===== src/rtl/apb_reg_slave.sv =====
// APB register slave: NUM_REGS word registers, register 0 is a read-only ID.
// Configurable access-phase wait states; errors flagged on PSLVERR.
// Optional feature macro: APB_SLV_PROT_EN. When it is defined, unprivileged
// accesses (PPROT[0]=0) to the upper half of the register map are rejected.
//
// state | meaning
// IDLE  | no transfer in progress, waiting for a setup phase
// WAIT  | access phase, counting down wait states
// RESP  | PREADY high for one cycle; write commits at the end of it
module apb_reg_slave #(
  parameter int                    PDATA_SIZE  = 32,
  parameter int                    NUM_REGS    = 16,
  parameter int                    WAIT_STATES = 0,
  parameter logic [PDATA_SIZE-1:0] ID_VALUE    = 32'hA2B0_0001
) (
  input  logic                    PCLK,
  input  logic                    PRESET,
  input  logic                    PSEL,
  input  logic                    PENABLE,
  input  logic                    PWRITE,
  input  logic [PDATA_SIZE-1:0]   PADDR,
  input  logic [PDATA_SIZE-1:0]   PWDATA,
  input  logic [PDATA_SIZE/8-1:0] PSTRB,
  input  logic [2:0]              PPROT,
  output logic [PDATA_SIZE-1:0]   PRDATA,
  output logic                    PREADY,
  output logic                    PSLVERR
);

  localparam int                    IDX_W    = $clog2(NUM_REGS);
  localparam int                    NB       = PDATA_SIZE / 8;
  localparam logic [PDATA_SIZE-1:0] ADDR_END = PDATA_SIZE'(NUM_REGS * 4);
  localparam logic [3:0]            WS       = 4'(WAIT_STATES);

  typedef enum logic [1:0] {IDLE, WAIT, RESP} state_t;

  state_t                  state_q, state_d;
  logic [3:0]              cnt_q, cnt_d;
  logic [IDX_W-1:0]        idx_q, idx_d;
  logic                    err_q, err_d;
  logic                    pready_q, pready_d;
  logic                    pslverr_q, pslverr_d;
  logic [PDATA_SIZE-1:0]   prdata_q, prdata_d;
  logic                    enter_resp;
  logic                    wr_en;
  logic [PDATA_SIZE-1:0]   regs_q [NUM_REGS];

  logic [IDX_W-1:0]        setup_idx;
  logic                    setup_err;
  logic                    prot_err;
  logic                    unused_prot;

  // Address decode of the current bus address, captured only in the setup phase
  always_comb begin
    setup_idx = PADDR[IDX_W+1:2];
`ifdef APB_SLV_PROT_EN
    // upper half of a power-of-two map is exactly the index MSB
    prot_err  = ~PPROT[0] & setup_idx[IDX_W-1];
`else
    prot_err  = 1'b0;
`endif
    setup_err = (PADDR >= ADDR_END) || (PADDR[1:0] != 2'b00) ||
                (PWRITE && (setup_idx == '0)) || prot_err;
  end

  // PPROT is partly or wholly ignored depending on the build
  assign unused_prot = ^PPROT;

  // Next-state, counter and registered response generation
  always_comb begin
    state_d    = state_q;
    cnt_d      = cnt_q;
    idx_d      = idx_q;
    err_d      = err_q;
    pready_d   = 1'b0;
    pslverr_d  = 1'b0;
    prdata_d   = '0;
    enter_resp = 1'b0;
    wr_en      = 1'b0;
    case (state_q)
      IDLE: begin
        if (PSEL && !PENABLE) begin
          idx_d = setup_idx;
          err_d = setup_err;
          cnt_d = WS;
          if (WS == 4'd0) begin
            state_d    = RESP;
            enter_resp = 1'b1;
          end else begin
            state_d = WAIT;
          end
        end
      end
      WAIT: begin
        if (!PSEL) begin
          state_d = IDLE;
          cnt_d   = '0;
        end else if (PENABLE) begin
          if (cnt_q <= 4'd1) begin
            state_d    = RESP;
            cnt_d      = '0;
            enter_resp = 1'b1;
          end else begin
            cnt_d = cnt_q - 4'd1;
          end
        end
      end
      RESP: begin
        state_d = IDLE;
        wr_en   = PSEL && PENABLE && PWRITE && pready_q && !err_q;
      end
      default: begin
        state_d = IDLE;
        cnt_d   = '0;
      end
    endcase
    // read data is sampled as PREADY rises so it is stable for the whole RESP cycle
    if (enter_resp) begin
      pready_d  = 1'b1;
      pslverr_d = err_d;
      if (!err_d && !PWRITE) begin
        prdata_d = (idx_d == '0) ? ID_VALUE : regs_q[idx_d];
      end
    end
  end

  // FSM and response registers
  always_ff @(posedge PCLK) begin
    if (PRESET) begin
      state_q   <= IDLE;
      cnt_q     <= '0;
      idx_q     <= '0;
      err_q     <= 1'b0;
      pready_q  <= 1'b0;
      pslverr_q <= 1'b0;
      prdata_q  <= '0;
    end else begin
      state_q   <= state_d;
      cnt_q     <= cnt_d;
      idx_q     <= idx_d;
      err_q     <= err_d;
      pready_q  <= pready_d;
      pslverr_q <= pslverr_d;
      prdata_q  <= prdata_d;
    end
  end

  // Register file with per-byte-lane write enables
  always_ff @(posedge PCLK) begin
    if (PRESET) begin
      for (int r = 0; r < NUM_REGS; r++) begin
        regs_q[r] <= '0;
      end
    end else if (wr_en) begin
      for (int b = 0; b < NB; b++) begin
        if (PSTRB[b]) begin
          regs_q[idx_q][8*b +: 8] <= PWDATA[8*b +: 8];
        end
      end
    end
  end

  assign PREADY  = pready_q;
  assign PSLVERR = pslverr_q;
  assign PRDATA  = prdata_q;

endmodule


===== config.mk =====
export PLATFORM = sky130hd
export DESIGN_NAME = apb_reg_slave
export DESIGN_NICKNAME = d
export VERILOG_FILES = /design/src/rtl/apb_reg_slave.sv
export SDC_FILE = /design/constraint.sdc
export NUM_CORES = 1
export LEC_CHECK = 0
export CELL_PAD_IN_SITES_DETAIL_PLACEMENT = 1
export CELL_PAD_IN_SITES_GLOBAL_PLACEMENT = 1
export CORE_MARGIN = 8
export CORE_UTILIZATION = 52
export DETAILED_ROUTE_END_ITERATION = 6
export DONT_BUFFER_PORTS = 1
export PLACE_DENSITY = 0.85
export SLEW_MARGIN = 40
export SYNTH_ARGS = -nofsm -noshare
export SYNTH_HDL_FRONTEND = slang
export SYNTH_SLANG_ARGS = --single-unit

===== constraint.sdc =====
create_clock -name PCLK -period 3.5 [get_ports PCLK]
set_clock_uncertainty 0.15 [all_clocks]
set_input_delay 0.7 -clock PCLK [delete_from_list [all_inputs] [get_ports PCLK]]
set_output_delay 0.7 -clock PCLK [all_outputs]
set_load 0.02 [all_outputs]

* Word level (Yosys, flattened, before mapping) *
Memories as Yosys holds them, arrays and structs flattened.
Cells that the tools add are included.

cells by class
  reduce and logical (&&, ||, !) cells = 23
  multiplexer cells = 43
  magnitude comparators = 2
  eq/ne operators = 5
  add/sub/neg operators = 1
  bitwise gates (word level) = 3

operator list
  operator               count
  $mux W32               2
  $ge A32 B7 Y1 const B  1
  $mux W4                8
  $reduce_or A32 Y1      1
  $mux W1                26
  $pmux W4 S3            1
  $logic_not A4 Y1       2
  $mux W2                4
  $logic_and A1 B1 Y1    7
  $ne A3 B3 Y1 const B   2
  $reduce_and A3 Y1      2
  $le A4 B1 Y1 const B   1
  $logic_not A1 Y1       4
  $pmux W2 S2            1
  $reduce_or A4 Y1       1
  $sub A4 B1 Y4 const B  1
  $not A1 Y1             3
  $reduce_or A3 Y1       1
  $eq A2 B1 Y1 const B   1
  $eq A2 B2 Y1 const B   1
  $logic_not A2 Y1       1
  $logic_or A1 B1 Y1     2
  $ne A2 B2 Y1 const B   1
  $pmux W1 S2            1
  2 further kinds        2

storage, ports and cells
  memories kept = 1
  bits in registers = 45
  input bits = 76
  memory bits (writable) = 512

memory list
  memory  depth  width  rd ports  clocked after Yosys merged registers in  wr ports  line  text
  regs_q  16     32     1         0                                        16        46    logic [PDATA_SIZE-1:0] regs_q [NUM_REGS];

* Longest topological paths before layout *
  depth in word-level cells = 10
  depth in mapped cells = 8
  mapped depth without buffers = 6

* Worst setup path before layout *
Ideal clock, no wire load.

  path kind = in2reg
  start = input PSEL
  end = register prdata_q[23] (netlist: PRDATA[23])
  required time = 3.225 ns
  data arrival time = 2.371 ns
  cell stages on the path = 7
  setup slack = 0.854 ns
  path buffers = 2
  cell sequence = nor3b_4 buf_4 mux2_4 buf_4 mux2i_1 o22ai_1 o41a_1

between the ends
  cells in the longest elaborated chain, start to end = 7

RTL lines
  element                                                                  line  text
  from (decl)                                                              18    input logic PSEL,
  parallel branches: the longest is 7 deep, another holds $mem_v2 Z16 W32  n/a
  to (signal assigned)                                                     144   prdata_q <= prdata_d;
  to (decl)                                                                43    logic [PDATA_SIZE-1:0] prdata_q, prdata_d;

Several ways; the timed one is not identified.
A chain may end at the register's enable or synchronous reset.

* Final worst setup path *
  start = register state_q[1]
  end = register prdata_q[3] (netlist: PRDATA[3])

between the ends
  cells in the longest elaborated chain, start to end = 6

RTL lines
  element                                                                  line  text
  from (decl)                                                              37    state_t state_q, state_d;
  from (signal assigned)                                                   138   state_q <= state_d;
  parallel branches: the longest is 6 deep, another holds $mem_v2 Z16 W32  n/a

Several ways; the timed one is not identified.

==> out/qor.yml <==
status: "completed"
fp.dieW_um: 234
syn2layout_area_growth_pct: 11.0
fin_crit_sh_pct: 90.9
cts_sinks: 545
clock_latency_ns: 0.64
dp_hpwl_mm: 48.8
power.leakage_nw: 9.79
port_buffers: 0
root_buffer: "clkbuf_16"
grt_overflow_total: 0
criticalPathCategory: "reg2reg"
synth_top_area_cell: "edfxtp_1"
synthTopCellsByArea: "edfxtp_1 (61%), and2_1 (13%), nand2_1 (5.1%)"
drc: 0
instances_no_fill: 2770
start_kind: "register"
fin_hold_ws_ns: 0.0415
final_cell_mix: "and2_1 (505), edfxtp_1 (505), nand2_1 (339)"
power_density_nw_per_um2: 538
vias: 17400
synth_seq_cells: 545
num-nets-final: 2181
synth_top_area_share_pct: 61.4
post-route-util_pct: 57.9
routed_wl_mm: 75.7
yosysWarnings: 0
postCtsHoldBufs: 2
pin_count: 110
setup_viol: 0
wl_per_cell_um: 27.3
post-cts-setup-buffer-count: 0
pre_cts_slack_ns: 0.325
antenna_found_initial: 3
grt_start_max_net_pins: 76
grt_pass1_wl_mm: 113
arrival_ns: 3.49
peakVddDrop_mv: 0.376
hold_viol: 0
fin_ws_ns: 0.320
yosysSeqAreaShare_pct: 64.6
gp_congestion: 0.848
rows: 80
grt_pass1_vias: 18400
max_cap_viol_count: 0
fin_crit_ns: 3.18
fill_cells: 4712
netlist_area_um2: 24700
cts_tree: "done"
initial_core_util_pct: 52.2
syn_area_per_cell_um2: 11.5
cts_inserted_buffers: 57
rsz0062_at_grt: "no"
drtIter0Drc: 1800
worst_slew_margin_rel_pct: 47.4
final_area_um2: 27400
slew_violations: 0
cts.clk_slew.worst_paths_ns: 0.06
ant_nets: 0
tightestPinTransition_ns: 0.786
path_max_fanout: 37
hold_path_class: "in2reg"
maxClockFrequency_mhz: 314
cts_buffer_depth: 3
die-area_um2: 54800
synth.distinct_cells: 37
dr.pass1.iters: 6
core_region_area_um2: 47300
cts_resized: 0
tns_ns: 0
worstPathRequired_ns: 3.81
synthCells: 2141
dp_cells: 2659
synth_nets: 2217
dpl-instance-area_um2: 25400
grt_use_total_pct: 27.6
worstSetupEndpointType: "register"
cts_max_level: 2
layout-drive-gt1-share_pct: 9.29
finalPower_mw: 14.8
vias_per_cell: 6.26
die_h_um: 234
registers in the layout (all words and copies together), names as in the netlist:
signal   flops
state_q      1
err_q        1
PREADY       1
PRDATA      32
idx_q        4
PSLVERR      1
regs_q     505
cells by family (layout without fill, tap and decap cells):
logic type | after synthesis | in the layout | share of synthesized area, %
flops | 545 | 545 | 64.6
compound gates | 340 | 340 | 8.45
mux | 49 | 49 | 2.03
other cells | 0 | 1 | 0
buf+inv | 133 | 146 | 2.37
simple gates | 1074 | 1074 | 22.6
worst max-delay path: stages, from the launching register on:
cell	delay, ns
dfxtp_1	0.35
nor3b_4	0.24
buf_12	0.20
mux2_8	0.48
buf_12	0.21
a21oi_1	0.31
a221oi_1	0.20
o21ai_0	0.58
o221ai_1	0.27
cell type report:
cell class | count | area (um^2) | share of cell area, %
diodes | 1 | 2.50 | 0.00912
clock buffers | 75 | 1520 | 5.56
clock inverters | 33 | 459 | 1.67
multi-input cells | 1463 | 8230 | 30.0
flip-flops and latches | 545 | 16000 | 58.2
well taps | 615 | 769 | 2.81
repair buffers | 38 | 478 | 1.74
worst paths after layout:
kind                                               from  slack [ns]              endpoint  cells after the start
worst min register to register         err_q$_SDFF_PP0_        0.35      err_q$_SDFF_PP0_                      2
worst max register to register  state_q[1]$_SDFFE_PP0P_        0.32  PRDATA[3]$_SDFF_PP0_                      8
worst max-delay path            state_q[1]$_SDFFE_PP0P_        0.32  PRDATA[3]$_SDFF_PP0_                      8
worst min-delay path                             PRESET        0.04   idx_q[2]$_SDFF_PP0_                      1
power breakdown:
group	switching [mW]	internal [mW]	total (mW)
combinational	0.611	0.264	0.875
sequential	0.0788	7.29	7.37
clock	2.69	3.83	6.51
synth_stat cells, drive strengths merged:
cell type and count:
o21ai 28, nor3b 1, nor4 9, clkbuf 78, nand2 339, nand3 7
dfxtp 40, a311oi 7, o221ai 25, nor2b 4, a21oi 200, buf 55
edfxtp 505, o22ai 21, nand4 3, nor2 132, o41a 7, nand4b 1
nor3 3, or2 64, mux2 3, a211oi 1, mux2i 46, o311a 1
nand3b 3, and2 505, nand2b 2, a221oi 50, or3 1
per-layer routing:
| layer | GRT usage, % | share of wire (%) | wire length (um) | up-vias |
|---|---|---|---|---|
| li1 | - | - | - | 7457 |
| met1 | 34.3 | 38 | 29100 | 8765 |
| met2 | 47.0 | 50 | 37500 | 944 |
| met3 | 5.62 | 8.4 | 6340 | 184 |
| met4 | 10.7 | 3.6 | 2690 | 0 |
| met5 | 0 | 0 | 0 | - |
(Power assumes the default switching activity.)
==> variant 1 (config.mk and constraints unchanged) <==
Build with the macro `APB_SLV_PROT_EN` defined.
--- a/src/rtl/apb_reg_slave.sv
+++ b/src/rtl/apb_reg_slave.sv
@@ -7,6 +7,8 @@
 // IDLE  | no transfer in progress, waiting for a setup phase
 // WAIT  | access phase, counting down wait states
 // RESP  | PREADY high for one cycle; write commits at the end of it
+`define APB_SLV_PROT_EN
+
 module apb_reg_slave #(
   parameter int                    PDATA_SIZE  = 32,
   parameter int                    NUM_REGS    = 16,
Check against the original RTL: not settled (the Yosys comparison gave no result); the edit may change what the design does.
==> variant 1 against the unedited design <==
Hold slack gained 0.034 ns. Total power fell by 5.0%. Setup slack improved by 0.31 ns. Area after synthesis up 0.94%. Final area down 0.85%. Wire length fell by 3.3%. Largest cell class unchanged. Sequential cell count did not move.
==> variant 1: results (changes against the unedited design) <==
Run status
  – Status: finished clean (unchanged)

Synth
  – Synth top area share: 60.79% (was 61.36%)
  – Synth warn: 0 (unchanged)
  – Number of synthesized flops with an enable pin: 505 (unchanged)
  – Syn_nets: 2222 (was 2217)
  – Synth cell types: 46 (was 37)
  – Post-synthesis async set-or-reset flop share: 0% (unchanged)
  – Sequential fraction of the synthesis area: 64.00% (was 64.60%)
  – Synth top cells by count: and2_1 (505), edfxtp_1 (505), nand2_1 (337), a21oi_1 (200), nor2_1 (135) (was and2_1 (505), edfxtp_1 (505), nand2_1 (339), a21oi_1 (200), nor2_1 (132))
  – Top cells by area in the synthesized netlist: edfxtp_1 (61%), and2_1 (13%), nand2_1 (5.1%) (unchanged)
  – Ys flop type: edfxtp_1 (unchanged)

Placed design
  – Post-DP HPWL: 47570 um (was 48760 um)
  – PortBufs: 0 (unchanged)
  – Gpl congestion: 0.8212 (was 0.8484)

CTS
  – Num CTS Buffers: 56 (was 57)
  – Post-CTS setup buffer count: 0 (unchanged)
  – Clk_lat worst skew: 0.61 ns (was 0.64 ns)
  – Clk slew on worst S/H paths: 0.06 ns (about the same)
  – H-tree levels: 2 (unchanged)
  – CTS Root Buffer Type: clkbuf_16 (unchanged)
  – Post_cts resized: 0 (unchanged)
  – Max Root-Sink Buffers: 3 (unchanged)

Power and ir drop
  – PwrDens: 515.8 nW/um2 (was 538.1 nW/um2)
  – Peak supply drop: 0.4719 mV (was 0.3762 mV)
  – Psw: 3219 uW (was 3375 uW)
  – Leak: 0.009687 uW (was 0.009789 uW)

Global routing
  – First-pass GRT wire length: 110000 um (was 113400 um)
  – Initial antenna violation count: 3 (unchanged)
  – Largest net degree at the start of global routing: 78 (was 76)
  – Number of global-route vias before repair: 18.19k (was 18.37k)
  – Total Routing Usage GR: 25.82% (was 27.56%)

STA
  – Slew HR: 53.00% (was 47.45%)
  – Setup TNS Final: 0 ns (unchanged)

Setup path
  – Reg-to-Reg Start: idx_q[2] (was state_q[1])
  – Reg2reg setup slack: 0.63 ns (was 0.32 ns)
  – Crit-path max FO: 12 (was 37)
  – Crit path kind: flip-flop to flip-flop (unchanged)
  – Crit path DAT: 2.99 ns (was 3.49 ns)
  – CP endpoint: regs_q[12][19] (was PRDATA[3])
  – Register-to-Register Path Depth: 4 (was 8)

Hold path
  – HP Class: input port to flip-flop (unchanged)
  – Hold path depth: 1 (unchanged)

Routing
  – DRC: 0 (unchanged)
  – Iter 0 DRT Violations: 1684 (was 1800)
  – DRT Wirelength: 73190 um (was 75670 um)
  – Post-route ant nets: 0 (unchanged)
  – DR pass1 iterations: 7 (was 6)
  – Via count: 17.06k (was 17.35k)

Cells and area
  – Biggest register: regs_q (unchanged)
  – Layout cells sized above 1: 9.327% (was 9.285%)
  – Max reg flops: 505 (unchanged)
## variant 1: cell types whose count changed after synthesis, moves of 5 or more
cell | before | now
clkbuf_1 | 78 | 58
nor4_2 | 0 | 6
buf_2 | 45 | 55
o21ai_0 | 28 | 6
o21ai_1 | 0 | 16
clkbuf_8 | 0 | 6
nor4_1 | 8 | 3
## variant 1: critical path: stages (launching register included)
cell,delay [ns]
dfxtp_1,0.61
nor2b_1,0.33
nand2_1,0.40
nor2_1,0.65
or2_2,0.39
## variant 1: how the worst min path moves through the flow
stage	startpoint	endpoint	slack, ns
floorplan	err_q	err_q	0.32
global placement	err_q	err_q	0.39
detailed placement	err_q	err_q	0.45
CTS	PRESET	state_q[1]	0.004
global route	PRESET	idx_q[3]	0.04
finish	PRESET	idx_q[3]	0.07
## variant 1: metrics by stage
stage               worst slack [ns]  hold slack [ns]  instances  util, %  instance area (um2)
floorplan                     0.9766           0.3205       2146        -                24940
global placement              0.5016           0.3905       2667    53.53                25450
detailed placement            0.4480           0.4539       2667    53.53                25450
finish                        0.6276          0.07497       2772    57.19                27190
CTS                           0.6371         0.003626       2770    57.18                27190
global route                  0.4624          0.03779       2771    57.18                27190
## variant 1: area by class of cell
type,instances,area [um2]
Fill cell,4778,20350
Tap cell,615,769.5
Antenna cell,2,5.005
Inverter,1,3.754
Clock inverter,21,156.4
Sequential cell,545,15970
Clock buffer,82,1580
Multi-Input combinational cell,1466,8310
Timing Repair Buffer,40,400.4
## variant 1: metal layers
| metal | part of all wire (%) | vias to the layer above | global-route usage (%) |
|---|---|---|---|
| li1 | - | 7467 | - |
| met1 | 39 | 8709 | 31.57 |
| met2 | 49 | 684 | 44.22 |
| met3 | 7.3 | 201 | 4.951 |
| met4 | 4.3 | 2 | 11.45 |
| met5 | 0.018 | - | 0 |
## variant 1: power by group through the flow
stage | clock, uW | combinational (uW) | sequential [uW]
6_report | 5790 | 870 | 7370
5_1_grt | 6020 | 927 | 7380
4_1_cts | 5800 | 857 | 7370
3_5_place_dp | 0 | 848 | 7500
3_3_place_gp | 0 | 805 | 7480
2_1_floorplan | 0 | 626 | 7460
## variant 1: cells by family after synthesis
family / after synthesis / synth area share, %
and+or+nand+nor: 1079 / 22.62
DFF: 545 / 64.00
AOI/OAI and AO/OA: 339 / 8.467
buffers and inverters: 135 / 2.919
muxes: 48 / 1.986
==> variant 2 (config.mk and constraints unchanged) <==
Without the edit above. Put one more register stage on the output `PSLVERR`, without a reset. The value now appears one clock later. The other outputs are not delayed to match.
--- a/src/rtl/apb_reg_slave.sv
+++ b/src/rtl/apb_reg_slave.sv
@@ -161,7 +161,9 @@
   end
 
   assign PREADY  = pready_q;
-  assign PSLVERR = pslverr_q;
+  always_ff @(posedge PCLK) begin
+    PSLVERR <= pslverr_q;
+  end
   assign PRDATA  = prdata_q;
 
 endmodule
Behaviour: not the same (Yosys sat finds a counterexample within 4 cycles, from zero or initial values and one cycle with PRESET high).
==> variant 2 against the unedited design <==
Non-clock buffer count decreased by 7. Area after synthesis is essentially flat. Total power is 5.0% lower. Wire length shrank 2.4%. Sequential power barely moved. First-iteration DRC count is 2.0% lower. Die area about the same. Hold slack gained 0.018 ns. Setup slack better by 0.16 ns. Sequential cell count rose by 1. Final area decreased by 1.4%.
==> variant 2: results (changes against the unedited design) <==
Placed design
  – Post-DP HPWL: 47730 um (was 48760 um)
  – Placed Area: 25290 um2 (was 25420 um2)
  – Place WS: 0.2558 ns (was 0.3250 ns)
  – Placed cells: 2654 (was 2659)
  – Gpl congestion: 0.8474 (was 0.8484)

Synth
  – Top cells by area in the synthesized netlist: edfxtp_1 (61%), and2_1 (13%), nand2_1 (5.1%) (unchanged)
  – Sequential fraction of the synthesis area: 64.63% (was 64.60%)
  – Mux cell area share after synthesis: 2.029% (was 2.030%)
  – Synth top cells by count: and2_1 (505), edfxtp_1 (505), nand2_1 (339), a21oi_1 (200), nor2_1 (132) (unchanged)
  – Compound-Gate Fraction of Synth Area: 8.438% (was 8.445%)
  – Synth Area per Inst: 11.55 um2 (was 11.54 um2)
  – Post-synthesis async set-or-reset flop share: 0% (unchanged)
  – Syn_nets: 2218 (was 2217)

Routing
  – DRT Wirelength: 73880 um (was 75670 um)
  – Iter 0 DRT Violations: 1764 (was 1800)
  – DR pass1 iterations: 6 (unchanged)
  – Post-Route M1 WL: 28670 um (was 29090 um)
  – DRC: 0 (unchanged)
  – Met3 WL: 5966 um (was 6340 um)
  – Detailed-route wire length per cell: 26.81 um (was 27.32 um)
  – Met2 wire len: 36510 um (was 37550 um)
  – Via density per instance: 6.173 (was 6.264)
  – Highest routed metal layer: met5 (was met4)

Cells and area
  – Biggest register: regs_q (unchanged)
  – Diode count: 0 (was 1)
  – Layout cells sized above 1: 8.501% (was 9.285%)
  – Fillers: 4798 (was 4712)

Setup path
  – Register-to-Register Path Depth: 4 (was 8)
  – Crit path DAT: 3.17 ns (was 3.49 ns)
  – Crit-path max FO: 11 (was 37)

Power and ir drop
  – Peak supply drop: 0.3252 mV (was 0.3762 mV)
  – Leak: 0.009633 uW (was 0.009789 uW)

CTS
  – Clk_lat worst skew: 0.61 ns (was 0.64 ns)
  – CTS Root Buffer Type: clkbuf_16 (unchanged)
  – Num CTS Buffers: 55 (was 57)
  – Post-CTS setup buffer count: 0 (unchanged)
  – CTS Hold Buffers Added: 1 (was 2)

STA
  – Slew @ Worst Pin: 0.7637 ns (was 0.7864 ns)
  – Fin crit share: 86.22% (was 90.85%)
  – Worst hold slack: 0.05976 ns (was 0.04147 ns)

Global routing
  – Number of global-route vias before repair: 18.23k (was 18.37k)
  – GR Layer Usage met1: 33.21% (was 34.33%)
  – Largest net degree at the start of global routing: 105 (was 76)
  – Total Routing Usage GR: 26.81% (was 27.56%)
  – GR Util met2: 46.00% (was 46.97%)
  – First-pass GRT wire length: 110000 um (was 113400 um)
  – Initial antenna violation count: 1 (was 3)
  – Met3 Track Usage GR: 5.189% (was 5.625%)

Run status
  – Status: finished clean (unchanged)

Hold path
  – Hold path depth: 1 (unchanged)
  – HP Class: input port to flip-flop (unchanged)
[variant 2: cell count changes after synthesis]
cell | unedited run | this run
dfxtp_1 | 40 | 41
[variant 2: cell type report]
cell class / instances / area [um2] / share of cell area (%)
well taps: 615 / 769.5 / 2.846
clock inverters: 24 / 190.2 / 0.7033
clock buffers: 77 / 1549 / 5.728
repair buffers: 31 / 322.8 / 1.194
multi-input cells: 1463 / 8225 / 30.42
flip-flops and latches: 546 / 15990 / 59.11
[variant 2: critical path: stages, from the launching register on]
cell and delay, ns:
dfxtp_1 0.56, nor2b_1 0.33, nand3_1 0.50, nor2_1 0.78, or2_2 0.40
[variant 2: power breakdown]
part	internal, uW	total, uW	leakage [uW]	switching (uW)
Sequential	7300	7380	0.00556	79.3
Combinational	239	834	0.00322	595
Clock	3290	5800	0.000860	2510
[variant 2: worst paths after layout]
kind	start	endpoint
setup reg to reg	idx_q[3]	regs_q[13][17]
hold / removal	PRESET	idx_q[3]
setup / recovery	idx_q[3]	regs_q[13][17]
hold reg to reg	pslverr_q	PSLVERR
